`src/rtl/simple_calci.sv`:
```
// Registered 2-bit calculator: add, |subtract|, multiply, restoring divide.
// One-cycle latency from a qualified input to out_valid.
module simple_calci (
    input  logic clk,
    input  logic rst_n,
    input  logic in_valid,
    input  logic a1,
    input  logic a0,
    input  logic b1,
    input  logic b0,
    input  logic s1,
    input  logic s0,
    output logic y3,
    output logic y2,
    output logic y1,
    output logic y0,
    output logic yrep,
    output logic out_valid
);

    localparam logic [1:0] OP_ADD = 2'b00;
    localparam logic [1:0] OP_SUB = 2'b01;
    localparam logic [1:0] OP_MUL = 2'b10;
    localparam logic [1:0] OP_DIV = 2'b11;

    logic [1:0] a;
    logic [1:0] b;
    logic [1:0] op;
    logic [3:0] res;
    logic       res_flag;
    logic [3:0] y_q;

    logic [1:0] div_p1;
    logic [1:0] div_r1;
    logic [2:0] div_p2;
    logic [1:0] div_r2;
    logic [1:0] div_q;

    assign a  = {a1, a0};
    assign b  = {b1, b0};
    assign op = {s1, s0};

    // Restoring division, one quotient bit per unrolled step, MSB first.
    always_comb begin
        div_p1   = {1'b0, a[1]};
        div_q[1] = (div_p1 >= b);
        div_r1   = div_q[1] ? (div_p1 - b) : div_p1;
        div_p2   = {div_r1, a[0]};
        div_q[0] = (div_p2 >= {1'b0, b});
        div_r2   = div_q[0] ? 2'(div_p2 - {1'b0, b}) : div_p2[1:0];
    end

    always_comb begin
        res      = 4'b0000;
        res_flag = 1'b0;
        case (op)
            OP_ADD: res = {2'b00, a} + {2'b00, b};
            OP_SUB: begin
                res_flag = (a < b);
                res      = (a >= b) ? {2'b00, a - b} : {2'b00, b - a};
            end
            OP_MUL: res = {2'b00, a} * {2'b00, b};
            OP_DIV: begin
                if (b == 2'b00) begin
                    res_flag = 1'b1;
                end else begin
                    res = {div_q, div_r2};
                end
            end
            default: res = 4'b0000;
        endcase
    end

    // Result registers only load on a qualified input, so idle operands never reach the outputs.
    always_ff @(posedge clk or negedge rst_n) begin
        if (!rst_n) begin
            y_q       <= 4'b0000;
            yrep      <= 1'b0;
            out_valid <= 1'b0;
        end else begin
            out_valid <= in_valid;
            if (in_valid) begin
                y_q  <= res;
                yrep <= res_flag;
            end
        end
    end

    assign y3 = y_q[3];
    assign y2 = y_q[2];
    assign y1 = y_q[1];
    assign y0 = y_q[0];

endmodule

```
`config.mk`:
```
export PLATFORM = sky130hd
export DESIGN_NAME = simple_calci
export DESIGN_NICKNAME = d
export VERILOG_FILES = /design/src/rtl/simple_calci.sv
export SDC_FILE = /design/constraint.sdc
export NUM_CORES = 1
export LEC_CHECK = 0
export BUFFER_PORTS_ARGS = -buffer_cell sky130_fd_sc_hd__buf_2
export CORE_UTILIZATION = 51
export CTS_CLUSTER_SIZE = 40
export DETAILED_ROUTE_END_ITERATION = 8
export PLACE_DENSITY = 0.81
export SYNTH_ARGS = -nofsm -noshare
export SYNTH_HDL_FRONTEND = slang
export SYNTH_SLANG_ARGS = --single-unit
```
`constraint.sdc`:
```
create_clock -name clk -period 1.01 [get_ports clk]
set_clock_uncertainty 0.05 [all_clocks]
set_input_delay 0.202 -clock clk [delete_from_list [all_inputs] [get_ports clk]]
set_output_delay 0.202 -clock clk [all_outputs]
set_load 0.005 [all_outputs]
```
==> results of run 1 <==
-- cell families after synthesis --
logic type               Yosys count  share of synthesized area (%)
AND/OR/NAND/NOR                   14                           12.3
multiplexers                       4                           6.80
buffers and inverters             14                           8.32
XOR/XNOR                           1                           1.32
adder cells (fa/ha/maj)           13                           26.8
flip-flops                         6                           22.7
AO/OA/AOI/OAI                     20                           21.7
-- synthesized netlist by cell type (2+ instances only) --
cell type | number | area [um2]
ha_1 | 11 | 138
inv_1 | 10 | 37.5
o221ai_1 | 2 | 17.5
fa_1 | 2 | 40.0
a21oi_1 | 4 | 20.0
dfrtp_1 | 6 | 150
inv_2 | 2 | 7.51
nand3_1 | 2 | 10.0
o21ai_0 | 4 | 20.0
o21ai_1 | 2 | 10.0
o21a_1 | 2 | 15.0
mux2i_1 | 3 | 30.0
buf_2 | 2 | 10.0
nor2_1 | 3 | 11.3
-- metrics by stage --
stage                     instance area [um2]  hold slack [ns]
after floorplan                           778           -0.144
after global placement                   1030          -0.0232
after detailed placement                 1030          -0.0170
==> reports/results.ini, run 1 <==
[run_status]
status = did not finish
stop_stage = 4_1_cts
firstError = [ERROR DPL-0038] Utilization greater than 100%, impossible to legalize

[die]
start_util_pct = 57.3
num_rows = 12
die_h_um = 38.0
ios = 15
die_w_um = 38.0

[synthesis]
ys.flop_type = dfrtp_1
ys_types = 31
synth_edf_count = 0
netlist_instances = 72
ys_warn_count = 0
syn_area_per_cell_um2 = 9.19
synth-seq-cells = 6
seq_area_frac_synth_pct = 22.7
syn_nets = 94
synthesis.area_um2 = 662
async_flop_share_pct = 100

[clock_network]
htreeDepth = 1
clk_path_buf_depth = 2
clock_sinks = 6
cts-buffers-inserted = 3
post_cts_buffers = 3
hold_buffers = 1
clockRootBuffer = clkbuf_4
post_cts_resized = 18

[placed_design]
portBuffers = 14
placedCellCount = 121
dp_hpwl_um = 1550
dp_slack_ns = -1.05
gp_congestion = 0.817

==> run 2, diff against run 1 <==
--- a/config.mk
+++ b/config.mk
@@ -6,10 +6,10 @@
 export NUM_CORES = 1
 export LEC_CHECK = 0
 export BUFFER_PORTS_ARGS = -buffer_cell sky130_fd_sc_hd__buf_2
-export CORE_UTILIZATION = 51
-export CTS_CLUSTER_SIZE = 40
+export CORE_AREA = 2 2 63 65
 export DETAILED_ROUTE_END_ITERATION = 8
-export PLACE_DENSITY = 0.81
+export DIE_AREA = 0 0 65 67
+export PLACE_DENSITY_LB_ADDON = 0.15
 export SYNTH_ARGS = -nofsm -noshare
 export SYNTH_HDL_FRONTEND = slang
 export SYNTH_SLANG_ARGS = --single-unit
==> run 2 against run 1 <==
  * The flow now finishes, with violations (setup timing)
  * Area after synthesis stayed put
  * Synthesized cell count unchanged
==> reports/results.ini, run 2 <==
[run_status]
status = complete, but fails checks
failed_checks = setup timing

[die]
start_util_pct = 18.4
core_mm2 = 0.00361
num_rows = 22
die_w_um = 65
die_area_mm2 = 0.00436
ios = 15
die_h_um = 67

[synthesis]
synthesis.area_um2 = 662
async_flop_share_pct = 100
post-synth-top-count-cell = ha_1
synthXorXnorAreaFrac_pct = 1.32
syn_nets = 94
ys_warn_count = 0
ys.flop_type = dfrtp_1
synthTopCellsByArea = dfrtp_1, ha_1, fa_1
syn_area_per_cell_um2 = 9.19
ys_top_cells_by_count = ha_1, inv_1, dfrtp_1, a21oi_1, o21ai_0
synth_edf_count = 0
muxShareOfSynthArea_pct = 6.81
netlist_instances = 72
synth_top_area_cell = dfrtp_1
synth-seq-cells = 6
synth_simple_gate_area_share_pct = 12.3
ys_types = 31
synth.top_cell.area_share_pct = 22.7
synth_top_family_by_area = adder cells
synthAdderAreaFrac_pct = 26.8
seq_area_frac_synth_pct = 22.7
synth_compound_area_share_pct = 21.7

[critical_path]
arrival_ns = 1.79
reg2reg_depth = 3
r2r_slack_ns = 0.05
worst-setup-path-type = in2reg
startpoint_type = primary input
required_ns = 1.10
crit_path_max_fanout = 3
end_kind = flip-flop
r2r-end = y_q[0]
r2r-start = y_q[0]

[clock_network]
clkSlewWorstSetupHoldPaths_ns = 0.04
clk_path_buf_depth = 2
clockRootBuffer = clkbuf_8
insertion_delay_ns = 0.22
cts-buffers-inserted = 3
cts_tree = built
clock_sinks = 6
htreeDepth = 1

[placed_design]
placedCellCount = 157
gp_congestion = 0.819
portBuffers = 14
dp_hpwl_um = 1530

[power]
pwr-share-clk_pct = 31.4
swShare_pct = 29.7
power_frac_seq_pct = 24.8
p_leak_nw = 0.540
p_per_area_mw_per_mm2 = 949
intPower_uw = 802
switching_power_uw = 338
max-vdd-ir-drop_uv = 272
p_comb_share_pct = 43.7

[timing]
fin_crit_ns = 1.70
hold_viol_final = 0
fmax_ghz = 0.590
postLayoutSetupSlackWorst_ns = -0.685
setup_viol = 5
worst_slew_pin_slew_ns = 0.318
relSlewSlack_pct = 78.5
holdWs_ns = 0.215
maxSlewViolCount = 0
rsz0062_at_grt = yes
setup_tns_ns = -2.40
fin_crit_sh_pct = 168

[final_layout]
largest_reg_flops = 4
reg.largest.list = y_q x4, out_valid x1, yrep x1
fillCellCount = 387
area_delta_synth_final_pct = 81.5
largest-register = y_q
fin_nets = 138
final_common_cell = buf_4
drive_gt1_share_pct = 61.4
n_antenna_cell = 0
layout_common_cells = buf_4, buf_2, inv_1, dfrtp_1
fin_cells = 162

[min_path]
hp-class = in2reg
hold_path_end = out_valid
hold_path.startpoint = in_valid
holdPathStages = 2

[routing]
num_vias = 663
drc_errors = 0
drt_iter0_markers = 10
wl_per_cell_um = 11.0
viasPerCell = 4.09
ant_nets = 0
drt-pass1-iter-count = 2
drt_wl_total_um = 1780

[global_route]
grt_overflow = 0
grt_max_degree = 8
antenna_found_initial = 0
track_usage_pct = 9.40
grt_pass1_vias = 685
grt_first_pass_wirelength_um = 3090

[run]
cap_violations = 0

[run 2: cell counts after synthesis]
Identical to the previous run, type by type.
[run 2: layout make-up]
type / count / area (um2) / area share (%)
Sequential cell: 6 / 150 / 12.5
Inverter: 12 / 72.6 / 6.04
Clock buffer: 3 / 41.3 / 3.44
Timing Repair Buffer: 41 / 307 / 25.5
Tap cell: 48 / 60.1 / 5.00
Multi-Input combinational cell: 52 / 571 / 47.5
[run 2: routing by layer]
layer / global-route usage, % / routed length, um / up-vias
met5: 0 / 0 / -
met4: 3.19 / 20 / 0
met3: 1.01 / 34 / 3
met2: 15.2 / 857 / 9
met1: 12.9 / 865 / 318
li1: - / - / 333
[run 2: how the worst max path moves through the flow]
stage          from      to  slack, ns  depth (start not counted)
6_report         a1  y_q[0]      -0.69                         12
5_1_grt          a1  y_q[1]      -0.74                         13
4_1_cts          a1  y_q[0]      -0.75                         12
3_5_place_dp     a1  y_q[0]      -1.01                         12
3_3_place_gp     a1  y_q[0]      -0.99                         12
2_1_floorplan    a1  y_q[0]      -0.77                         11
[run 2: power by group through the flow]
stage          registers [mW]  logic, mW  clock network [mW]
6_report                0.283      0.499               0.358
5_1_grt                 0.287      0.551               0.379
4_1_cts                 0.284      0.496               0.363
3_5_place_dp            0.287      0.463                   0
3_3_place_gp            0.285      0.463                   0
2_1_floorplan           0.288      0.241                   0
[run 2: logic make-up after synthesis]
| logic type | Yosys count |
|---|---|
| XOR/XNOR | 1 |
| adder cells (fa/ha/maj) | 13 |
| flip-flops | 6 |
| multiplexers | 4 |
| buffers and inverters | 14 |
| AND/OR/NAND/NOR | 14 |
| AO/OA/AOI/OAI | 20 |
[run 2: stage by stage]
stage	setup WS, ns	total power [mW]	util (%)	area, um2
2_1_floorplan	-0.771	0.529	-	778
3_3_place_gp	-0.988	0.748	30.1	1090
3_5_place_dp	-1.01	0.750	30.1	1090
4_1_cts	-0.747	1.14	33.0	1190
5_1_grt	-0.736	1.22	33.3	1200
6_report	-0.685	1.14	33.3	1200
[run 2: worst max-delay path: stages]
cell and delay, ns:
buf_12 0.11, inv_12 0.04, ha_4 0.10, inv_2 0.03, ha_4 0.15, nand2b_4 0.14
a21oi_2 0.11, ha_1 0.25, o21ai_2 0.07, o211a_4 0.19, mux2_4 0.30, o22ai_2 0.09
[run 2: repair_timing]
action / CTS / global route
hold endpoints to repair: 6 / 0
resized for setup: 11 / 2
pin swaps: 7 / 5
endpoints found under the setup margin: 5 / 5
buffers inserted: 1 / 0
hold buffers: 1 / 0
No activity file was read; power rests on OpenSTA's default activity.
==> run 3, diff against run 2 <==
--- a/config.mk
+++ b/config.mk
@@ -10,6 +10,7 @@
 export DETAILED_ROUTE_END_ITERATION = 8
 export DIE_AREA = 0 0 65 67
 export PLACE_DENSITY_LB_ADDON = 0.15
+export SETUP_SLACK_MARGIN = 0.2
 export SYNTH_ARGS = -nofsm -noshare
 export SYNTH_HDL_FRONTEND = slang
 export SYNTH_SLANG_ARGS = --single-unit
==> run 3 against run 2 <==
  * The run still ends with setup timing left
  * Cell count up 2.5%
  * Count of clock-buffer cells in the layout unchanged
  * Clock power shrank 2%
  * Fmax shrank 0.25%
  * Global-route usage up 0.21 points
  * Critical path depth did not move
  * Critical endpoint unchanged
  * Highest routed layer is now met3
==> reports/results.ini, run 3 (same netlist as run 2, synthesis figures left out) <==
[clock_network]
htreeDepth = 1
clkSlewWorstSetupHoldPaths_ns = 0.04
cts-buffers-inserted = 3
clk_path_buf_depth = 2
insertion_delay_ns = 0.22
cts_tree = built
clock_sinks = 6
clockRootBuffer = clkbuf_8

[global_route]
track_usage_pct = 9.62
grt_max_degree = 8
grt_first_pass_wirelength_um = 3160
grt_pass1_vias = 707
antenna_found_initial = 0
grt_overflow = 0

[timing]
holdWs_ns = 0.219
postLayoutSetupSlackWorst_ns = -0.689
fin_crit_sh_pct = 168
maxSlewViolCount = 0
fmax_ghz = 0.588
setup_viol = 5
setup_tns_ns = -2.42
worst_slew_pin_slew_ns = 0.318
hold_viol_final = 0
relSlewSlack_pct = 78.5
rsz0062_at_grt = yes
fin_crit_ns = 1.70

[critical_path]
end_kind = flip-flop
crit_top_cell = ha_4
critical-path-slowest-cell = mux2_4
required_ns = 1.10
slowest_delay_ns = 0.30
crit_path_max_fanout = 3
r2r_slack_ns = 0.05
worst-setup-path-type = in2reg
r2r-end = y_q[0]
startpoint_type = primary input
arrival_ns = 1.79
reg2reg_depth = 3
path_cells = buf_12 > inv_12 > ha_4 > inv_2 > ha_4 > nand2b_4 > a21oi_2 > ha_1 > o21ai_2 > o211a_4 > mux2_4 > o22ai_2
r2r-start = y_q[0]

[power]
max-vdd-ir-drop_uv = 280
p_per_area_mw_per_mm2 = 946
p_leak_nw = 0.559
power_mw = 1.16

[final_layout]
layout_common_cells = buf_4, buf_2, inv_1, dfrtp_1
n_antenna_cell = 0
fin_area_mm2 = 0.00123
drive_gt1_share_pct = 62.7
largest_reg_flops = 4
largest-register = y_q
seq_area_um2 = 150
fin_nets = 142
final_common_cell = buf_4
fillCellCount = 386
reg.largest.list = y_q x4, out_valid x1, yrep x1
multi_input_area_um2 = 571
area_delta_synth_final_pct = 86.0
fin_util_pct = 34.1

[run_status]
status = complete, but fails checks
failed_checks = setup timing

[run]
cap_violations = 0

[routing]
viasPerCell = 4.09
ant_nets = 0
wl_per_cell_um = 11.0
drc_errors = 0
drt_wl_total_um = 1820
num_vias = 679
drt_iter0_markers = 14
drt-pass1-iter-count = 2

[die]
num_rows = 22
ios = 15
die_h_um = 67
die_w_um = 65
core_mm2 = 0.00361
start_util_pct = 18.4
die_area_mm2 = 0.00436

[min_path]
hold_path_end = out_valid
holdPathStages = 2
hold_path.startpoint = in_valid
hp-class = in2reg

[placed_design]
dp_hpwl_um = 1530
gp_congestion = 0.819
place_area_mm2 = 0.00109
portBuffers = 14

[run 3: how the worst max path moves through the flow]
stage          start      to  slack, ns  depth (start not counted)
3_3_place_gp      a1  y_q[0]      -0.99                         12
2_1_floorplan     a1  y_q[0]      -0.77                         11
3_5_place_dp      a1  y_q[0]      -1.01                         12
4_1_cts           a1  y_q[0]      -0.75                         12
5_1_grt           a1  y_q[1]      -0.74                         13
6_report          a1  y_q[0]      -0.69                         12
[run 3: final cells by class]
type | count | share of cell area, %
Tap cell | 48 | 4.88
Inverter | 12 | 5.89
Sequential cell | 6 | 12.2
Timing Repair Buffer | 45 | 27.3
Clock buffer | 3 | 3.35
Multi-Input combinational cell | 52 | 46.3
[run 3: power breakdown]
part / internal, mW / switching (mW)
logic: 0.301 / 0.230
clock network: 0.256 / 0.0964
registers: 0.269 / 0.0123
[run 3: stage by stage]
stage               cells  worst slack (ns)
floorplan              72            -0.771
global placement      157            -0.988
detailed placement    157             -1.01
CTS                   165            -0.747
global route          166            -0.739
finish                166            -0.689
[run 3: critical path, delay by kind of cell]
kind / cells / cell delay [ns]
mux: 1 / 0.30
buf+inv: 3 / 0.18
compound gates: 4 / 0.46
simple gates: 1 / 0.14
fa+ha+maj: 3 / 0.50
[run 3: per-layer routing]
layer	global-route usage (%)	wire length, um
met3	1.01	28
met5	0	0
met2	15.9	912
met4	3.19	0
met1	13.0	883
[run 3: what timing repair did]
item | in CTS | in global routing
hold buffers | 1 | 0
buffers inserted | 4 | 1
resized for setup | 11 | 2
endpoints found under the hold margin | 6 | 0
endpoints found under the setup margin | 11 | 11
pin swaps | 7 | 5
